[config.mk]
export PLATFORM = sky130hd
export DESIGN_NAME = lsu_ctrl
export DESIGN_NICKNAME = d
export VERILOG_FILES = /design/src/rtl/lsu_pkg.sv /design/src/rtl/lsu_align.sv /design/src/rtl/lsu_ctrl.sv
export SDC_FILE = /design/constraint.sdc
export NUM_CORES = 2
export LEC_CHECK = 0
export CAP_MARGIN = 20
export CORE_MARGIN = 2
export CORE_UTILIZATION = 45
export DETAILED_ROUTE_END_ITERATION = 16
export MAX_ROUTING_LAYER = met4
export PLACE_DENSITY = 0.66
export SETUP_SLACK_MARGIN = 0.2
export SYNTH_ARGS = -nofsm -noshare
export SYNTH_HDL_FRONTEND = slang
export SYNTH_SLANG_ARGS = --single-unit
[constraint.sdc]
create_clock -name clk -period 9.6 [get_ports clk]
set_input_delay 1.92 -clock clk [delete_from_list [all_inputs] [get_ports clk]]
set_output_delay 1.92 -clock clk [all_outputs]
set_load 0.01 [all_outputs]
[src/rtl/lsu_pkg.sv]
// Shared definitions for the load/store sequencer: funct3 codes, access sizes,
// FSM state encoding and the funct3-to-size decode.
package lsu_pkg;

  localparam int XLEN_DEF      = 64;
  localparam int MEM_BYTES_DEF = 1024;

  localparam logic [2:0] F3_B   = 3'b000;
  localparam logic [2:0] F3_H   = 3'b001;
  localparam logic [2:0] F3_W   = 3'b010;
  localparam logic [2:0] F3_D   = 3'b011;
  localparam logic [2:0] F3_BU  = 3'b100;
  localparam logic [2:0] F3_HU  = 3'b101;
  localparam logic [2:0] F3_WU  = 3'b110;
  localparam logic [2:0] F3_ILL = 3'b111;

  localparam logic [3:0] SZ_B = 4'd1;
  localparam logic [3:0] SZ_H = 4'd2;
  localparam logic [3:0] SZ_W = 4'd4;
  localparam logic [3:0] SZ_D = 4'd8;

  typedef enum logic [1:0] {
    ST_IDLE = 2'd0,
    ST_ACC0 = 2'd1,
    ST_ACC1 = 2'd2,
    ST_RESP = 2'd3
  } lsu_state_e;

  function automatic logic [3:0] f3_size(input logic [1:0] f3_lo);
    case (f3_lo)
      2'b00:   f3_size = SZ_B;
      2'b01:   f3_size = SZ_H;
      2'b10:   f3_size = SZ_W;
      default: f3_size = SZ_D;
    endcase
  endfunction

endpackage

[src/rtl/lsu_align.sv]
// Combinational lane logic: byte strobes, store data positioning across two
// doublewords, legality/range check and load extraction with sign/zero extension.
module lsu_align
  import lsu_pkg::*;
#(
  parameter int XLEN      = XLEN_DEF,
  parameter int MEM_BYTES = MEM_BYTES_DEF
) (
  input  logic [XLEN-1:0] i_addr,
  input  logic [2:0]      i_funct3,
  input  logic            i_write,
  input  logic [XLEN-1:0] i_wdata,
  input  logic            i_hi,
  input  logic [127:0]    i_buf,
  output logic            o_split,
  output logic            o_fault,
  output logic [7:0]      o_wstrb,
  output logic [63:0]     o_wdata,
  output logic [XLEN-1:0] o_rdata
);

  localparam logic [XLEN:0] MEM_LIMIT = (XLEN+1)'(MEM_BYTES);

  logic [3:0]   w_size;
  logic [2:0]   w_off;
  logic [15:0]  w_mask16;
  logic [127:0] w_wdata128;
  logic [XLEN:0] w_end;
  logic [63:0]  w_shift;

  assign w_size     = f3_size(i_funct3[1:0]);
  assign w_off      = i_addr[2:0];
  assign o_split    = ({1'b0, w_off} + w_size) > 4'd8;
  assign w_mask16   = ((16'd1 << w_size) - 16'd1) << w_off;
  assign w_wdata128 = 128'(i_wdata) << {w_off, 3'b000};
  assign o_wstrb    = i_hi ? w_mask16[15:8] : w_mask16[7:0];
  assign o_wdata    = i_hi ? w_wdata128[127:64] : w_wdata128[63:0];

  // The end-of-access sum is one bit wider so an address near the top cannot wrap into range.
  assign w_end   = {1'b0, i_addr} + (XLEN+1)'(w_size);
  assign o_fault = (i_funct3 == F3_ILL) || (i_write && i_funct3[2]) || (w_end > MEM_LIMIT);
  assign w_shift = 64'(i_buf >> {w_off, 3'b000});

  // Truncate the shifted buffer to the access size and extend to XLEN.
  always_comb begin
    case (i_funct3)
      F3_B:    o_rdata = {{(XLEN-8){w_shift[7]}}, w_shift[7:0]};
      F3_H:    o_rdata = {{(XLEN-16){w_shift[15]}}, w_shift[15:0]};
      F3_W:    o_rdata = {{(XLEN-32){w_shift[31]}}, w_shift[31:0]};
      F3_BU:   o_rdata = {{(XLEN-8){1'b0}}, w_shift[7:0]};
      F3_HU:   o_rdata = {{(XLEN-16){1'b0}}, w_shift[15:0]};
      F3_WU:   o_rdata = {{(XLEN-32){1'b0}}, w_shift[31:0]};
      F3_D:    o_rdata = XLEN'(w_shift);
      default: o_rdata = XLEN'(w_shift);
    endcase
  end

endmodule

[src/rtl/lsu_ctrl.sv]
// Load/store sequencer: request capture, IDLE/ACC0/ACC1/RESP sequencing of one or
// two aligned doubleword accesses, load buffer and response handshake. All outputs registered.
module lsu_ctrl
  import lsu_pkg::*;
#(
  parameter int XLEN      = XLEN_DEF,
  parameter int MEM_BYTES = MEM_BYTES_DEF
) (
  input  logic            clk,
  input  logic            rstn,
  input  logic            req_valid,
  output logic            req_ready,
  input  logic            req_write,
  input  logic [2:0]      req_funct3,
  input  logic [XLEN-1:0] req_addr,
  input  logic [XLEN-1:0] req_wdata,
  output logic            resp_valid,
  input  logic            resp_ready,
  output logic [XLEN-1:0] resp_rdata,
  output logic            resp_fault,
  output logic [XLEN-1:0] mem_addr,
  output logic [63:0]     mem_wdata,
  output logic [7:0]      mem_wstrb,
  output logic            mem_write_en,
  output logic            mem_read_en,
  input  logic [63:0]     mem_rdata
);

  lsu_state_e      r_state;
  logic [XLEN-1:0] r_addr;
  logic [2:0]      r_funct3;
  logic [XLEN-1:0] r_wdata;
  logic            r_write;
  logic [127:0]    r_buf;
  logic            r_req_ready;
  logic            r_resp_valid;
  logic [XLEN-1:0] r_resp_rdata;
  logic            r_resp_fault;
  logic [XLEN-1:0] r_mem_addr;
  logic [63:0]     r_mem_wdata;
  logic [7:0]      r_mem_wstrb;
  logic            r_mem_write_en;
  logic            r_mem_read_en;

  logic            w_idle;
  logic [XLEN-1:0] w_addr;
  logic [2:0]      w_funct3;
  logic [XLEN-1:0] w_wdata;
  logic            w_write;
  logic [127:0]    w_buf_next;
  logic            w_split;
  logic            w_fault;
  logic [7:0]      w_wstrb;
  logic [63:0]     w_mem_wdata;
  logic [XLEN-1:0] w_rdata;

  // In IDLE the lane logic looks at the live request so ACC0 strobes can be registered on accept.
  assign w_idle     = (r_state == ST_IDLE);
  assign w_addr     = w_idle ? req_addr   : r_addr;
  assign w_funct3   = w_idle ? req_funct3 : r_funct3;
  assign w_wdata    = w_idle ? req_wdata  : r_wdata;
  assign w_write    = w_idle ? req_write  : r_write;
  assign w_buf_next = (r_state == ST_ACC1) ? {mem_rdata, r_buf[63:0]} : {r_buf[127:64], mem_rdata};

  lsu_align #(.XLEN(XLEN), .MEM_BYTES(MEM_BYTES)) u_align (
    .i_addr   (w_addr),
    .i_funct3 (w_funct3),
    .i_write  (w_write),
    .i_wdata  (w_wdata),
    .i_hi     (r_state == ST_ACC0),
    .i_buf    (w_buf_next),
    .o_split  (w_split),
    .o_fault  (w_fault),
    .o_wstrb  (w_wstrb),
    .o_wdata  (w_mem_wdata),
    .o_rdata  (w_rdata)
  );

  // Sequencer FSM with capture registers, load buffer and registered outputs.
  always_ff @(posedge clk or negedge rstn) begin
    if (!rstn) begin
      r_state        <= ST_IDLE;
      r_addr         <= {XLEN{1'b0}};
      r_funct3       <= 3'd0;
      r_wdata        <= {XLEN{1'b0}};
      r_write        <= 1'b0;
      r_buf          <= 128'd0;
      r_req_ready    <= 1'b1;
      r_resp_valid   <= 1'b0;
      r_resp_rdata   <= {XLEN{1'b0}};
      r_resp_fault   <= 1'b0;
      r_mem_addr     <= {XLEN{1'b0}};
      r_mem_wdata    <= 64'd0;
      r_mem_wstrb    <= 8'd0;
      r_mem_write_en <= 1'b0;
      r_mem_read_en  <= 1'b0;
    end else begin
      case (r_state)
        ST_IDLE: begin
          if (req_valid && r_req_ready) begin
            r_addr      <= req_addr;
            r_funct3    <= req_funct3;
            r_wdata     <= req_wdata;
            r_write     <= req_write;
            r_req_ready <= 1'b0;
            if (w_fault) begin
              r_state      <= ST_RESP;
              r_resp_valid <= 1'b1;
              r_resp_rdata <= {XLEN{1'b0}};
              r_resp_fault <= 1'b1;
            end else begin
              r_state        <= ST_ACC0;
              r_mem_addr     <= {req_addr[XLEN-1:3], 3'b000};
              r_mem_wdata    <= req_write ? w_mem_wdata : 64'd0;
              r_mem_wstrb    <= req_write ? w_wstrb : 8'd0;
              r_mem_write_en <= req_write;
              r_mem_read_en  <= ~req_write;
            end
          end else begin
            r_state <= ST_IDLE;
          end
        end
        ST_ACC0: begin
          r_buf <= w_buf_next;
          if (w_split) begin
            r_state     <= ST_ACC1;
            r_mem_addr  <= {r_addr[XLEN-1:3], 3'b000} + XLEN'(8);
            r_mem_wdata <= r_write ? w_mem_wdata : 64'd0;
            r_mem_wstrb <= r_write ? w_wstrb : 8'd0;
          end else begin
            r_state        <= ST_RESP;
            r_mem_addr     <= {XLEN{1'b0}};
            r_mem_wdata    <= 64'd0;
            r_mem_wstrb    <= 8'd0;
            r_mem_write_en <= 1'b0;
            r_mem_read_en  <= 1'b0;
            r_resp_valid   <= 1'b1;
            r_resp_rdata   <= r_write ? {XLEN{1'b0}} : w_rdata;
            r_resp_fault   <= 1'b0;
          end
        end
        ST_ACC1: begin
          r_buf          <= w_buf_next;
          r_state        <= ST_RESP;
          r_mem_addr     <= {XLEN{1'b0}};
          r_mem_wdata    <= 64'd0;
          r_mem_wstrb    <= 8'd0;
          r_mem_write_en <= 1'b0;
          r_mem_read_en  <= 1'b0;
          r_resp_valid   <= 1'b1;
          r_resp_rdata   <= r_write ? {XLEN{1'b0}} : w_rdata;
          r_resp_fault   <= 1'b0;
        end
        ST_RESP: begin
          if (resp_ready) begin
            r_state      <= ST_IDLE;
            r_req_ready  <= 1'b1;
            r_resp_valid <= 1'b0;
            r_resp_rdata <= {XLEN{1'b0}};
            r_resp_fault <= 1'b0;
          end else begin
            r_state <= ST_RESP;
          end
        end
        default: begin
          r_state        <= ST_IDLE;
          r_req_ready    <= 1'b1;
          r_resp_valid   <= 1'b0;
          r_mem_write_en <= 1'b0;
          r_mem_read_en  <= 1'b0;
        end
      endcase
    end
  end

  assign req_ready    = r_req_ready;
  assign resp_valid   = r_resp_valid;
  assign resp_rdata   = r_resp_rdata;
  assign resp_fault   = r_resp_fault;
  assign mem_addr     = r_mem_addr;
  assign mem_wdata    = r_mem_wdata;
  assign mem_wstrb    = r_mem_wstrb;
  assign mem_write_en = r_mem_write_en;
  assign mem_read_en  = r_mem_read_en;

endmodule

==> impl_metrics.csv <==
group,metric,value,unit
run_status,outcome,"complete, no violations",
critical_path,worstPathCellList,"clkdlybuf4s50_1 > mux2i_1 > nand3_1 > inv_1 > ha_1 > inv_1 > o221a_1 > o31a_1 > nor3_1 > or3b_1 > xor2_1 > nor4_1 > nand4_1 > nor3_2 > a21o_2 > buf_4 > mux2_2",
sta,tns,0,ps
finish,drive_gt1_share,15.9,%
global_route,grt_max_degree,151,
clock_network,cts_buffer_depth,3,
sta,relSlewSlack,27.2,%
placement,port_buffers,401,
detailed_routing,vias,27000,
critical_path,crit_path_top_delay_cell,"nor3_1",
sta,finalWorstSetupSlack,1730,ps
power,vdd_drop_max,0.333,mV
clock_network,cts_hold_buffers,0,
sta,final_max_slew_viol_count,0,
yosys,synth.area.top_cells,"dfrtp_1 37%, mux2_2 12%, mux4_2 5.9%",
run,max_cap_violations,0,
placement,place_ws,1120,ps
floorplan,pin_count,405,
finish,mostFrequentLayoutCell,"dfrtp_1",
sta,setup_violations,0,
hold_path,worst_hold_path_type,"flip-flop to flip-flop",
clock_network,ctsResizeCount,0,
yosys,synth.avg_cell_area,9.40,µm²
clock_network,postCtsSetupBuffers,0,
sta,fin_crit_sh,81.9,%
sta,rsz0062_at_grt,"false",
yosys,yosysWarnings,0,
sta,worstMarginPinSlew,1090,ps
critical_path,worstSetupStartpointType,"input pin",
critical_path,critical-path-max-stage-delay,640,ps
critical_path,cp_max_fo,25,
finish,syn_to_final_growth,20.3,%
clock_network,cts_htree_levels,2,
finish,final_cell_mix,"454 x dfrtp_1, 440 x nand2_1, 399 x clkdlybuf4s50_1",
yosys,ys_ff_latch,456,
placement,dp_hpwl,76100,µm
finish,final_core_util,54.4,%
sta,fmax,127,MHz
floorplan,die_w,266,µm
yosys,synth.distinct_cells,80,
detailed_routing,wl,105000,µm
clock_network,insertion_delay,630,ps
placement,place_congestion,0.936,
critical_path,required,10110,ps
clock_network,cts.sinks,456,
finish,final_nets,3725,
global_route,grt_pass1_wl,160000,µm
clock_network,ctsRootBufferMaster,"clkbuf_16",
detailed_routing,post_drt_wl_per_cell,23.6,µm
finish,fill_cells,6090,
clock_network,cts_buffers,52,
clock_network,clkSlewWorstSetupHoldPaths,60,ps
critical_path,cpMostUsedCell,"inv_1",
detailed_routing,drt_iter0_drc,2577,
global_route,grt_pass1_vias,25900,
global_route,grt.total_usage,30.1,%
critical_path,cp.arrival,8380,ps
yosys,netlist_instances,3289,
yosys,synth-edff-count,0,
sta,fin_crit,7870,ps
critical_path,worst-r2r-setup-slack,2320,ps
yosys,syn_area,30900,µm²
floorplan,die_h,266,µm
yosys,netlist.area_leader.share,36.8,%
floorplan,rows,96,
detailed_routing,viasPerCell,6.04,
sta,hold_viol_final,0,
yosys,ys_seq_area_share,36.9,%
floorplan,core,68300,µm²
yosys,synth_area_leader_cell,"dfrtp_1",
power,p_per_area,409,nW/µm²
detailed_routing,drc,0,
detailed_routing,dr.pass1.iters,6,
clock_network,cts_tree,"done",
floorplan,initial_core_util,45.2,%
critical_path,critPathCaptureType,"flip-flop",
yosys,async_flop_share,100,%
detailed_routing,ant_nets,0,
sta,clock_skew,35.5,ps
global_route,overflow,0,
yosys,ys.flop_type,"dfrtp_1",
global_route,antenna_found_initial,22,
power,power.leakage,15.3,nW
critical_path,crit_type,"input pin to flip-flop",
floorplan,die-area,70800,µm²
where the power goes:
part / total, mW / switching [mW] / internal [mW]
Combinational: 9.51 / 5.42 / 4.09
Clock: 2.16 / 0.867 / 1.29
Sequential: 3.55 / 0.746 / 2.80
critical path, delay by kind of cell:
family / cells / cell delay [ps]
AOI/OAI and AO/OA: 3 / 1320
xor gates and xnor gates: 1 / 150
adders and majority gates: 1 / 270
buffers and inverters: 4 / 1260
muxes: 2 / 750
and+or+nand+nor: 6 / 2640
Yosys cell counts (10+ instances only):
master / number
dfrtp_1: 455
nand2_1: 441
mux2_2: 331
a21oi_1: 244
nor2_1: 229
clkbuf_1: 187
o21ai_0: 180
mux2i_1: 162
nand3_1: 128
mux2_1: 118
mux4_2: 81
inv_1: 77
o22ai_1: 59
a211oi_1: 54
xor2_1: 54
a22oi_1: 42
nand4_1: 39
buf_1: 36
xnor2_1: 33
nor2b_1: 31
a31oi_1: 29
nor3_1: 25
buf_2: 24
nand3b_1: 19
and3_1: 18
o22a_1: 18
buf_6: 15
nand4b_1: 11
nor4_1: 11
ha_1: 10
stage by stage:
stage / hold WS, ps / instances / area, µm² / total power, mW
final: 486 / 4462 / 37200 / 15.2
after global routing: 503 / 4461 / 37200 / 16.2
after CTS: 493 / 4439 / 37100 / 15.2
after detailed placement: 480 / 4343 / 35300 / 13.0
after global placement: 473 / 4343 / 35300 / 12.9
after floorplan: 471 / 3291 / 30900 / 10.1
metal layers:
metal,up-vias,share of wire [%],track usage [%]
met5,-,0,-
met4,0,2.7,8.40
met3,146,7.2,5.08
met2,1025,48,48.4
met1,13400,42,39.4
li1,12400,-,-
path summary, 6_finish.rpt:
check                                      end  cells after the start     startpoint
worst max-delay path            resp_rdata[54]                     17  req_funct3[1]
worst min-delay path             mem_wdata[39]                      1  mem_wdata[39]
worst max register to register  resp_rdata[54]                     20     r_state[0]
worst min register to register   mem_wdata[39]                      1  mem_wdata[39]
max in group asynchronous            r_buf[10]                      3           rstn
min in group asynchronous         mem_addr[21]                      1           rstn
area by class of cell:
| class | count | area [µm²] | share of cell area [%] |
|---|---|---|---|
| Clock buffer | 72 | 1470 | 3.94 |
| Sequential cell | 456 | 11400 | 30.7 |
| Antenna cell | 23 | 57.6 | 0.155 |
| Inverter | 78 | 297 | 0.797 |
| Multi-Input combinational cell | 2485 | 18200 | 48.8 |
| Timing Repair Buffer | 442 | 4330 | 11.7 |
| Clock inverter | 24 | 373 | 1.00 |
| Tap cell | 882 | 1100 | 2.97 |
state kept, by name (all words and copies together), names as in the netlist:
signal / cells
resp_valid: 1
mem_read_en: 1
mem_wdata: 64
r_addr: 64
mem_write_en: 1
r_funct3: 3
resp_fault: 1
mem_addr: 61
mem_wstrb: 8
resp_rdata: 64
req_ready: 1
r_state: 2
r_wdata: 64
r_buf: 120
r_write: 1
cells by family (layout without fill, tap and decap cells):
logic type,Yosys count,in the layout,synth area share [%]
simple gates,1002,1002,14.6
mux,693,693,27.5
compound gates,690,690,13.3
flops,456,456,36.9
buf+inv,350,616,4.82
xor+xnor,87,87,2.46
fa+ha+maj,10,10,0.405
other cells,1,26,0.0121
(Power assumes the default switching activity.)
